**config.mk**
```make
export PLATFORM = sky130hd
export DESIGN_NAME = imem_loader
export DESIGN_NICKNAME = d
export VERILOG_FILES = /design/src/rtl/imem_loader_pkg.sv /design/src/rtl/imem_word_packer.sv /design/src/rtl/imem_loader.sv
export SDC_FILE = /design/constraint.sdc
export NUM_CORES = 1
export LEC_CHECK = 0
export CORE_MARGIN = 2
export CORE_UTILIZATION = 50
export CTS_CLUSTER_DIAMETER = 150
export CTS_CLUSTER_SIZE = 40
export DETAILED_ROUTE_END_ITERATION = 8
export GPL_ROUTABILITY_DRIVEN = 0
export PLACE_DENSITY = 0.75
export SYNTH_ARGS = -nofsm -noshare
export SYNTH_HDL_FRONTEND = slang
export SYNTH_SLANG_ARGS = --single-unit
```
**constraint.sdc**
```tcl
create_clock -name clk -period 3.9 [get_ports clk]
set_input_delay 0.78 -clock clk [delete_from_list [all_inputs] [get_ports clk]]
set_output_delay 0.78 -clock clk [all_outputs]
set_load 0.005 [all_outputs]
```
**src/rtl/imem_loader_pkg.sv**
```systemverilog
// Shared definitions for the instruction-memory loader: state encoding,
// word geometry, default address width and the frame count check.
package imem_loader_pkg;

    localparam int WORD_BYTES     = 4;
    localparam int DEFAULT_ADDR_W = 5;

    typedef enum logic [2:0] {
        ST_IDLE  = 3'd0,
        ST_COUNT = 3'd1,
        ST_DATA  = 3'd2,
        ST_CHK   = 3'd3,
        ST_DONE  = 3'd4,
        ST_ERR   = 3'd5
    } state_t;

    // A frame must carry at least one word and no more than the memory holds.
    function automatic logic count_legal(input logic [7:0] n, input int depth);
        return (n != 8'd0) && (int'(n) <= depth);
    endfunction

endpackage

```
**src/rtl/imem_word_packer.sv**
```systemverilog
// Big-endian byte-to-word assembler with a running XOR over every byte seen
// since the last clear; clear also seeds the XOR with the byte on din.
module imem_word_packer
    import imem_loader_pkg::*;
(
    input  logic        clk,
    input  logic        rst,
    input  logic        shift,
    input  logic        clear,
    input  logic [7:0]  din,
    output logic [31:0] word,
    output logic        wordFull,
    output logic [7:0]  xorSum
);

    logic [23:0] shreg;
    logic [1:0]  byte_cnt;

    // The fourth byte never needs storing: the word is presented with din appended.
    assign word     = {shreg, din};
    assign wordFull = shift && (byte_cnt == 2'(WORD_BYTES - 1));

    // NOTE: sequential state uses non-blocking assignments so every register
    // samples pre-edge values, independent of statement order.
    always_ff @(posedge clk) begin
        if (rst) begin
            shreg    <= '0;
            byte_cnt <= '0;
            xorSum   <= '0;
        end else if (clear) begin
            shreg    <= '0;
            byte_cnt <= '0;
            xorSum   <= din;
        end else if (shift) begin
            shreg    <= {shreg[15:0], din};
            byte_cnt <= byte_cnt + 2'd1;
            xorSum   <= xorSum ^ din;
        end
    end

endmodule

```
**src/rtl/imem_loader.sv**
```systemverilog
// Instruction-memory loader: consumes COUNT/DATA/CHK frames, writes words
// sequentially and holds the core in reset until a checksum-verified load.
module imem_loader
    import imem_loader_pkg::*;
#(
    parameter int ADDR_W = DEFAULT_ADDR_W
) (
    input  logic              clk,
    input  logic              rst,
    input  logic              start,
    input  logic              byteValid,
    input  logic [7:0]        byteData,
    output logic              byteReady,
    output logic              wrEn,
    output logic [ADDR_W-1:0] wrAddr,
    output logic [31:0]       wrData,
    output logic              cpuHold,
    output logic              done,
    output logic              error
);

    localparam int DEPTH = 1 << ADDR_W;
    localparam int IDX_W = ADDR_W + 1;

    state_t           state;
    state_t           state_next;
    logic [IDX_W-1:0] word_idx;
    logic [IDX_W-1:0] word_cnt;
    logic             xfer;
    logic             shift;
    logic             clear;
    logic             last_word;
    logic [31:0]      word;
    logic             word_full;
    logic [7:0]       xor_sum;

    assign xfer      = byteValid && byteReady;
    assign shift     = xfer && (state == ST_DATA);
    assign clear     = xfer && (state == ST_COUNT);
    assign last_word = (word_idx + IDX_W'(1)) == word_cnt;

    imem_word_packer u_packer (
        .clk      (clk),
        .rst      (rst),
        .shift    (shift),
        .clear    (clear),
        .din      (byteData),
        .word     (word),
        .wordFull (word_full),
        .xorSum   (xor_sum)
    );

    // NOTE: every signal driven here gets a default first, so no path
    // through the case statement can leave one unassigned and infer a latch.
    always_comb begin
        state_next = state;
        byteReady  = 1'b0;
        cpuHold    = 1'b0;
        done       = 1'b0;
        error      = 1'b0;
        case (state)
            ST_IDLE: begin
                if (start) state_next = ST_COUNT;
            end
            ST_COUNT: begin
                byteReady = 1'b1;
                cpuHold   = 1'b1;
                if (xfer) state_next = count_legal(byteData, DEPTH) ? ST_DATA : ST_ERR;
            end
            ST_DATA: begin
                // The write cycle stalls the stream so the word register is free again.
                byteReady = !wrEn;
                cpuHold   = 1'b1;
                if (wrEn && last_word) state_next = ST_CHK;
            end
            ST_CHK: begin
                byteReady = 1'b1;
                cpuHold   = 1'b1;
                if (xfer) state_next = (byteData == xor_sum) ? ST_DONE : ST_ERR;
            end
            ST_DONE: begin
                done = 1'b1;
                if (start) state_next = ST_COUNT;
            end
            ST_ERR: begin
                error   = 1'b1;
                cpuHold = 1'b1;
                if (start) state_next = ST_COUNT;
            end
            default: state_next = ST_IDLE;
        endcase
    end

    always_ff @(posedge clk) begin
        if (rst) begin
            state    <= ST_IDLE;
            wrEn     <= 1'b0;
            wrAddr   <= '0;
            wrData   <= '0;
            word_idx <= '0;
            word_cnt <= '0;
        end else begin
            state <= state_next;
            wrEn  <= word_full;
            if (word_full) begin
                wrAddr <= word_idx[ADDR_W-1:0];
                wrData <= word;
            end
            if (clear) begin
                word_cnt <= IDX_W'(byteData);
                word_idx <= '0;
            end else if (wrEn) begin
                word_idx <= word_idx + IDX_W'(1);
            end
        end
    end

endmodule

```
==> run metrics, run 1 <==
routed len/inst roughly 14 um; final count of hold timing violations 0; Sw Ratio 0.243; Power Internal approximately 1.2 mW; Reg clk slew, reported paths ~0.080 ns; chip height approximately 87 um; # setup viols final 0; Hold Path Depth 2; Slowest cell on crit path dfxtp_1; Congestion Overflow GR 0; postcts setup bufs 0; RSZ-0062 raised after global routing false; Tcrit/Tclk final 0.659; Mapped Area approximately 3500 um^2; Clock Sink Count between 80 and 90; Root Buffer clkbuf_8; global-route wire length before repair 12900 um; antenna violations before repair 0; row cnt 30; status finished, final reports clean; CP peak stage delay 0.53 ns; Setup TNS Final 0 ns; register area share after synthesis 0.503; GRT Total Usage 0.214; critical path peak fanout 11; Peak Freq 0.389 GHz; drt total wl between 7000 and 8000 um; CP Data Required Time around 3.1 ns; H-tree levels 3; Crit Path Class flop to output pin; reg-to-reg endpoint u_packer.byte_cnt[0]; number of warnings issued by yosys 0; CP Capture Type output pin; largest net degree at the start of global routing 39; cell mode on critical path nor2_1; Worst Tran Pin Value between 0.5 and 0.6 ns; logic gate share of total power 0.064; FF+latch count, synth 87; final clock skew approximately 0.009 ns; Final #Nets 490; DR DRC count 0; Flop pwr share 0.568; dpl hpwl 5250 um; syn_area_per_cell 7.92 um^2; 1st-iter DRT viols 160; TritonCTS Buffers 9; Initial Utilization 0.512; Clock Latency Late Sink about 0.35 ns; Max Slew Vio Count 0; syn_nets 451; vias in the first global route 2807; clock network fraction of total power 0.368; I/O pin cnt 54; vias per cell around 5.3; Switch Pwr between 0.3 and 0.4 mW; CTS tree built; Reg2Reg Launch Point state[0]; Post-DRT Antenna Nets 0; max-cap check violation count 0; Fillers 599; Layout Cells excl Fill between 500 and 600; DRT Pass-1 Iters 4; IR drop worst, VDD 0.202 mV; pre-CTS setup slack about 1.1 ns; Max-slew headroom 0.618; layout cells sized above 1 0.0561; kind of cell adding the most delay to the critical path flip-flops; hold_sp wrData[1]; Hold Crit Class flop to flop; # diodes 0; Hold Path Sink wrData[1]; Mapped Cells ~440; Longest Clk Path Bufs 2; Core ar. 6760 um^2; # placed instances about 550; CP arrival 1.79 ns; crit start category flop; reg-to-reg slack, setup approximately 1.6 ns; I/O Buffers 53; Synth cell types 36; worst path buffer plus inverter count 1; Area Growth Syn to Fin 21.0%; die width 87.2 um; minimum clock period roughly 2.6 ns; PwrDens between 300 and 400 nW/um^2; P_leak around 1.4 nW; hold_buf cts 0; slack of the critical path 1.33 ns; R2R depth 5; Resized cells post-CTS 0; Vias approximately 3000; WHS around 0.46 ns; worst path cell trace nor2b_1 > nor2_1 > nor2_1 > clkdlybuf4s50_1; die area approximately 7600 um^2
power groups by stage:
stage / logic [mW] / registers, mW / clock network, mW
after global placement: 0.0999 / 0.930 / 0
after global routing: 0.111 / 0.913 / 0.643
after floorplan: 0.0669 / 0.926 / 0
after CTS: 0.102 / 0.910 / 0.606
after detailed placement: 0.101 / 0.931 / 0
final: 0.102 / 0.911 / 0.591
worst max path at each step:
stage                startpoint         to  slack [ns]  cells past startpoint
floorplan           byteData[3]   state[0]        1.79                      4
global placement    byteData[0]   state[0]        1.22                      5
detailed placement  byteData[3]   state[0]        1.14                      5
CTS                    state[1]  byteReady        1.34                      4
global route           state[1]  byteReady        1.24                      4
finish                 state[1]  byteReady        1.33                      4
cell families (layout without fill, tap and decap cells):
group / Yosys count / after routing / synth area share
compound gates: 94 / 94 / 0.147
xor+xnor: 22 / 22 / 0.0557
fa+ha+maj: 2 / 2 / 0.00723
buf+inv: 33 / 77 / 0.0412
flops: 87 / 87 / 0.503
mux: 4 / 4 / 0.0119
simple gates: 195 / 195 / 0.233
synthesized netlist by cell type, drive strengths merged:
master / instances / share of area
buf: 15 / 0.022
xnor2: 11 / 0.028
clkbuf: 16 / 0.017
nor3: 2 / 0.0029
nand2b: 2 / 0.0036
a21oi: 79 / 0.11
nor2b: 1 / 0.0018
and3b: 1 / 0.0025
nand3: 8 / 0.012
xor2: 11 / 0.028
and3: 1 / 0.0018
a32oi: 6 / 0.015
nor4: 2 / 0.0036
or3: 1 / 0.0018
o22ai: 1 / 0.0018
nor2: 22 / 0.024
o21ai: 5 / 0.0072
dfxtp: 87 / 0.50
mux2i: 3 / 0.0087
o2111ai: 1 / 0.0025
o31ai: 1 / 0.0036
or4: 1 / 0.0022
inv: 2 / 0.0022
and2: 2 / 0.0036
a41oi: 1 / 0.0025
nor3b: 2 / 0.0043
nand2: 143 / 0.16
mux2: 1 / 0.0033
or2: 1 / 0.0018
and4: 1 / 0.0033
nand3b: 1 / 0.0022
ha: 2 / 0.0072
nand4: 4 / 0.0072
worst register-to-register path, delay by kind of cell (launching register included):
family | cells | cell delay (ns)
simple gates | 4 | 1.31
flops | 1 | 0.51
buf+inv | 1 | 0.34
flip-flops by register name, indices dropped and copies added (netlist names):
signal             cells
u_packer.byte_cnt      2
u_packer.shreg        24
word_idx               6
wrEn                   1
u_packer.xorSum        8
state                  3
wrAddr                 5
wrData                32
word_cnt               6
cell type report:
type                    instances  area [um^2]  share of cell area
clock buffers                  11          151              0.0362
clock inverters                 5         40.0             0.00956
inverters                       2         7.51             0.00179
multi-input cells             317         1580               0.376
flip-flops and latches         87         1740               0.416
well taps                      80          100              0.0239
repair buffers                 59          571               0.136
stage by stage:
stage          area, um^2  utilization  total power [mW]
6_report             4190        0.620              1.60
5_1_grt              4190        0.620              1.67
4_1_cts              4190        0.620              1.62
3_5_place_dp         4000        0.591              1.03
3_3_place_gp         4000        0.591              1.03
2_1_floorplan        3460            -             0.992
cell usage in the layout, fill, tap and decap left out, types with 5 or more instances in the layout:
master and count:
a21oi_1 79, a32oi_1 6, buf_4 6, clkbuf_8 11, clkdlybuf4s50_1 52, dfxtp_1 87
nand2_1 143, nand3_1 8, nor2_1 22, o21ai_0 5, xnor2_1 11, xor2_1 11
per-layer routing:
metal,share of wire,vias up,GRT usage
met3,0.042,7,0.0445
li1,-,1530,-
met4,0.011,0,0.0629
met5,0,-,0
met2,0.49,65,0.368
met1,0.46,1388,0.271
(Power assumes the default switching activity.)
==> inputs of run 2 (changes only) <==
==> constraint.sdc (replaced) <==
create_clock -name clk -period 2.59 [get_ports clk]
set_input_delay 0.518 -clock clk [delete_from_list [all_inputs] [get_ports clk]]
set_output_delay 0.518 -clock clk [all_outputs]
set_load 0.005 [all_outputs]
==> run 2 against run 1 <==
Against the previous run:
- register-to-register slack got worse by 0.92 ns
- highest routed layer unchanged
- flip-flop and latch count unchanged
- clock power grew 40%
- largest cell class unchanged
- final area increased by 1.1%
==> run metrics, run 2 (synthesis results as in run 1) <==
row cnt 30 (unchanged); crit start category flop; Hold Crit Class flop to flop; CP arrival 1.80 ns (about the same); die area 7600 um^2 (unchanged); Initial Utilization 0.512 (unchanged); final count of hold timing violations 0 (unchanged); Clock Latency Late Sink 0.35 ns (about the same); largest registers wrData: 32 flops, u_packer.shreg: 24 flops, u_packer.xorSum: 8 flops; Root Buffer clkbuf_8; Max Slew Vio Count 0 (unchanged); Resized cells post-CTS 0 (unchanged); cell mode on critical path nor2_1; CP peak stage delay 0.52 ns (about the same); Switch Pwr 0.590 mW (+51%); PwrDens 558 nW/um^2 (+46%); worst path buffer plus inverter count 1 (unchanged); Slowest cell on crit path dfxtp_1; register area 1740 um^2 (unchanged); Power Internal 1.77 mW (+46%); max FFs per register 32 (unchanged); Tcrit/Tclk final 0.896; Design Power 2.36 mW (+47%); dpl hpwl 5260 um (+0.31%); most frequent cells in the layout nand2_1 (143), dfxtp_1 (87), a21oi_1 (79); worst path cell trace nor2b_1 > nor2_1 > nor2_1 > clkdlybuf4s50_1; postcts setup bufs 0 (unchanged); Vias 3054 (+2.1%); DR DRC count 0 (unchanged); I/O Buffers 53 (unchanged); Longest Clk Path Bufs 2 (unchanged); CP Data Required Time 2.07 ns (-1.05 ns); drt total wl 7680 um (+0.38%); Final #Nets 499 (+1.8%); Peak Freq approximately 0.43 GHz; DRT Pass-1 Iters 4 (unchanged); Clock Sink Count 87 (unchanged); largest net degree at the start of global routing 34 (-13%); # setup viols final 0 (unchanged); global-route wire length before repair 12700 um (-1.8%); IR drop worst, VDD 0.394 mV (+95%); # diodes 0 (unchanged); vias per cell 5.36 (+0.53%); Worst Tran Pin Value 0.518 ns (-0.0530 ns); Fillers 628 (+4.8%); Reg clk slew, reported paths 0.08 ns (about the same); CP Capture Type output pin; Top reg by flops wrData; TritonCTS Buffers 9 (unchanged); CTS tree built; layout cells sized above 1 0.0735 (+0.0173); status finished, final reports clean; logic gate share of total power 0.069 (+0.005); hold_buf cts 0 (unchanged); multi-input combinational cell area 1580 um^2 (unchanged); I/O pin cnt 54 (unchanged); GRT Total Usage 0.211 (-0.00276); Reg2Reg Launch Point state[1]; H-tree levels 3 (unchanged); Sw Ratio 0.250 (+0.00654); vias in the first global route 2844 (+1.3%); Core ar. 6760 um^2 (unchanged); Flop pwr share 0.580 (+0.012); P_leak 1.44 nW (+2.1%); antenna violations before repair 0 (unchanged); reg-to-reg slack, setup 0.71 ns (-0.92 ns); Setup TNS Final 0 ns (unchanged); routed len/inst 13.5 um (-1.2%); pre-CTS setup slack 0.251 ns (-0.892 ns); Area Growth Syn to Fin 22.4%; final clock skew 0.00801 ns (-0.000857 ns); 1st-iter DRT viols 220 (+38%); minimum clock period between 2 and 2.5 ns; Post-DRT Antenna Nets 0 (unchanged); CP startpoint state[1]; clock network fraction of total power 0.351 (-0.017); Max-slew headroom 0.654 (+0.0363); critical path peak fanout 11 (unchanged); hold_sp wrAddr[0]; commonest non-fill, non-tap cell in the layout nand2_1; chip height 87.2 um (unchanged); max-cap check violation count 0 (unchanged); slack of the critical path 0.269 ns (-1.06 ns); die width 87.2 um (unchanged); Congestion Overflow GR 0 (unchanged); kind of cell adding the most delay to the critical path flip-flops; Crit Path Class flop to output pin; RSZ-0062 raised after global routing false
==> run 2: final timing paths <==
check	endpoint	cells past startpoint
max reg2reg	wrData[2]	6
max	byteReady	4
min	wrAddr[0]	2
min reg2reg	wrAddr[0]	2
==> run 2: metrics by stage <==
step / utilization / hold WS, ns / area (um^2) / cells
after global placement: 0.601 / 0.443 / 4060 / 554
final: 0.627 / 0.457 / 4230 / 570
after CTS: 0.627 / 0.459 / 4230 / 570
after detailed placement: 0.601 / 0.447 / 4060 / 554
after floorplan: - / 0.432 / 3460 / 437
after global routing: 0.627 / 0.471 / 4230 / 570
==> run 2: worst register-to-register path, stage by stage, from the launching register on <==
cell	delay, ns
dfxtp_1	0.52
nor2b_1	0.28
and3_1	0.29
and2_1	0.18
buf_4	0.27
nand2_1	0.13
a21oi_1	0.14
==> run 2: power by group through the flow <==
stage	registers, mW	clock network, mW	logic (mW)
after floorplan	1.39	0	0.101
after global placement	1.40	0	0.158
after detailed placement	1.40	0	0.161
after CTS	1.37	0.849	0.161
after global routing	1.37	0.908	0.176
final	1.37	0.830	0.162
==> run 2: cell type report <==
class,instances,share of cell area
sequential,87,0.411
multi-input combinational,317,0.372
timing repair buffer,68,0.151
clock buffer,9,0.0293
tap,80,0.0236
clock inverter,7,0.0112
inverter,2,0.00177
==> run 2: routing by layer <==
metal,GRT usage,vias to the layer above,wire [um]
li1,-,1549,-
met1,0.277,1399,3530
met2,0.344,91,3610
met3,0.0370,15,416
met4,0.0881,0,118
met5,0,-,0
==> inputs of run 3 (changes only) <==
--- a/config.mk
+++ b/config.mk
@@ -12,6 +12,7 @@
 export DETAILED_ROUTE_END_ITERATION = 8
 export GPL_ROUTABILITY_DRIVEN = 0
 export PLACE_DENSITY = 0.75
+export REMOVE_ABC_BUFFERS = 1
 export SYNTH_ARGS = -nofsm -noshare
 export SYNTH_HDL_FRONTEND = slang
 export SYNTH_SLANG_ARGS = --single-unit
==> run 3 against run 2 <==
Against the previous run:
- critical path depth unchanged
- non-clock buffer count unchanged
- core utilization up 0.91 points
- clock-buffer cell count up 1
- clock power up 25%
- flip-flop and latch count unchanged
- power up 8.9%
- critical path type unchanged
- register-to-register slack about the same
- combinational power up 2%
- first-iteration DRC count down 20%
- clock skew up 0.0028 ns
==> run metrics, run 3 (synthesis results as in run 1) <==
WHS 0.452 ns (-0.00533 ns); Root Buffer clkbuf_8; commonest non-fill, non-tap cell in the layout nand2_1; minimum clock period 2.29 ns (-0.0273 ns); P_leak 1.46 nW (+1.5%); # setup viols final 0 (unchanged); Setup TNS Final 0 ns (unchanged); Core ar. 6760 um^2 (unchanged); die width 87.2 um (unchanged); layout cells sized above 1 0.0714 (-0.00204); DR DRC count 0 (unchanged); H-tree levels 3 (unchanged); Max-slew headroom 0.611 (-0.0436); TritonCTS Buffers 9 (unchanged); largest net degree at the start of global routing 34 (unchanged); largest registers wrData: 32 flops, u_packer.shreg: 24 flops, u_packer.xorSum: 8 flops; Area after DPL 4080 um^2 (+0.31%); routed len/inst 12.9 um (-4.4%); GRT Total Usage 0.207 (-0.00378); I/O Buffers 53 (unchanged); critical path peak fanout 11 (unchanged); global-route wire length before repair 12300 um (-2.9%); Crit Path Class flop to output pin; # diodes 0 (unchanged); Fillers 596 (-5.1%); Worst Tran Pin Value 0.582 ns (+0.0638 ns); Max Slew Vio Count 0 (unchanged); crit start category flop; postcts setup bufs 0 (unchanged); max FFs per register 32 (unchanged); max-cap check violation count 0 (unchanged); dpl hpwl 5120 um (-2.7%); drt total wl 7340 um (-4.4%); row cnt 30 (unchanged); Final #Nets 499 (unchanged); final clock skew 0.0109 ns (+0.00285 ns); Congestion Overflow GR 0 (unchanged); antenna violations before repair 0 (unchanged); Clock Sink Count 87 (unchanged); Vias 3030 (-0.79%); Clock Latency Late Sink 0.36 ns (about the same); CP Capture Type output pin; Reg clk slew, reported paths 0.09 ns (about the same); vias in the first global route 2691 (-5.4%); Peak Freq 0.436 GHz (+1.2%); Final Instance Area 4300 um^2 (+1.4%); I/O pin cnt 54 (unchanged); Resized cells post-CTS 0 (unchanged); die area 7600 um^2 (unchanged); Tcrit/Tclk final 0.886 (-0.0105); RSZ-0062 raised after global routing false; CTS tree built; chip height 87.2 um (unchanged); PwrDens 599 nW/um^2 (+7.3%); CP arrival 1.78 ns (-0.02 ns); Area Growth Syn to Fin 24.2%; Post-DRT Antenna Nets 0 (unchanged); Top reg by flops wrData; hold_buf cts 0 (unchanged); Initial Utilization 0.512 (unchanged); final count of hold timing violations 0 (unchanged); vias per cell 5.32 (-0.79%); CP Data Required Time 2.07 ns (about the same); status finished, final reports clean; 1st-iter DRT viols 176 (-20%); DRT Pass-1 Iters 4 (unchanged); Hold Crit Class flop to flop; IR drop worst, VDD 0.287 mV (-27%); Longest Clk Path Bufs 2 (unchanged); most frequent cells in the layout nand2_1 (143), dfxtp_1 (87), a21oi_1 (79)
-- run 3: layer usage --
| metal | vias to the layer above | GRT usage | share of wire |
|---|---|---|---|
| met5 | - | 0 | 0 |
| met4 | 0 | 0.0993 | 0.021 |
| met3 | 12 | 0.0408 | 0.046 |
| met2 | 69 | 0.325 | 0.47 |
| met1 | 1404 | 0.275 | 0.46 |
| li1 | 1545 | - | - |
-- run 3: worst max-delay path: stages, from the launching register on --
cell	delay (ns)
dfxtp_1	0.52
nor2b_1	0.26
nor2_1	0.06
nor2_1	0.09
clkdlybuf4s50_1	0.50
-- run 3: path summary, 6_finish.rpt --
check                     start            endpoint  slack, ns  depth (start not counted)
min reg2reg  u_packer.shreg[17]          wrData[25]       0.45                          2
min          u_packer.shreg[17]          wrData[25]       0.45                          2
max                    state[1]           byteReady       0.30                          4
max reg2reg            state[1]  u_packer.xorSum[5]       0.72                          6
-- run 3: cell type report --
type                            instances  area [um^2]  area share
Inverter                                2         7.51     0.00175
Tap cell                               80          100      0.0233
Timing Repair Buffer                   68          651       0.151
Multi-Input combinational cell        317         1580       0.367
Clock inverter                          6         92.6      0.0216
Clock buffer                           10          128      0.0297
Sequential cell                        87         1740       0.405
-- run 3: where the power goes --
group	switching, mW	leakage (nW)	internal (mW)
Sequential	0.0181	0.702	1.35
Combinational	0.0919	0.653	0.0741
Clock	0.488	0.103	0.548
-- run 3: through the flow --
step	util	total power, mW	worst slack, ns	cells
floorplan	-	1.48	0.229	406
global placement	0.603	1.56	0.267	554
detailed placement	0.603	1.57	0.251	554
CTS	0.636	2.60	0.274	570
global route	0.636	2.68	0.182	570
finish	0.636	2.57	0.296	570
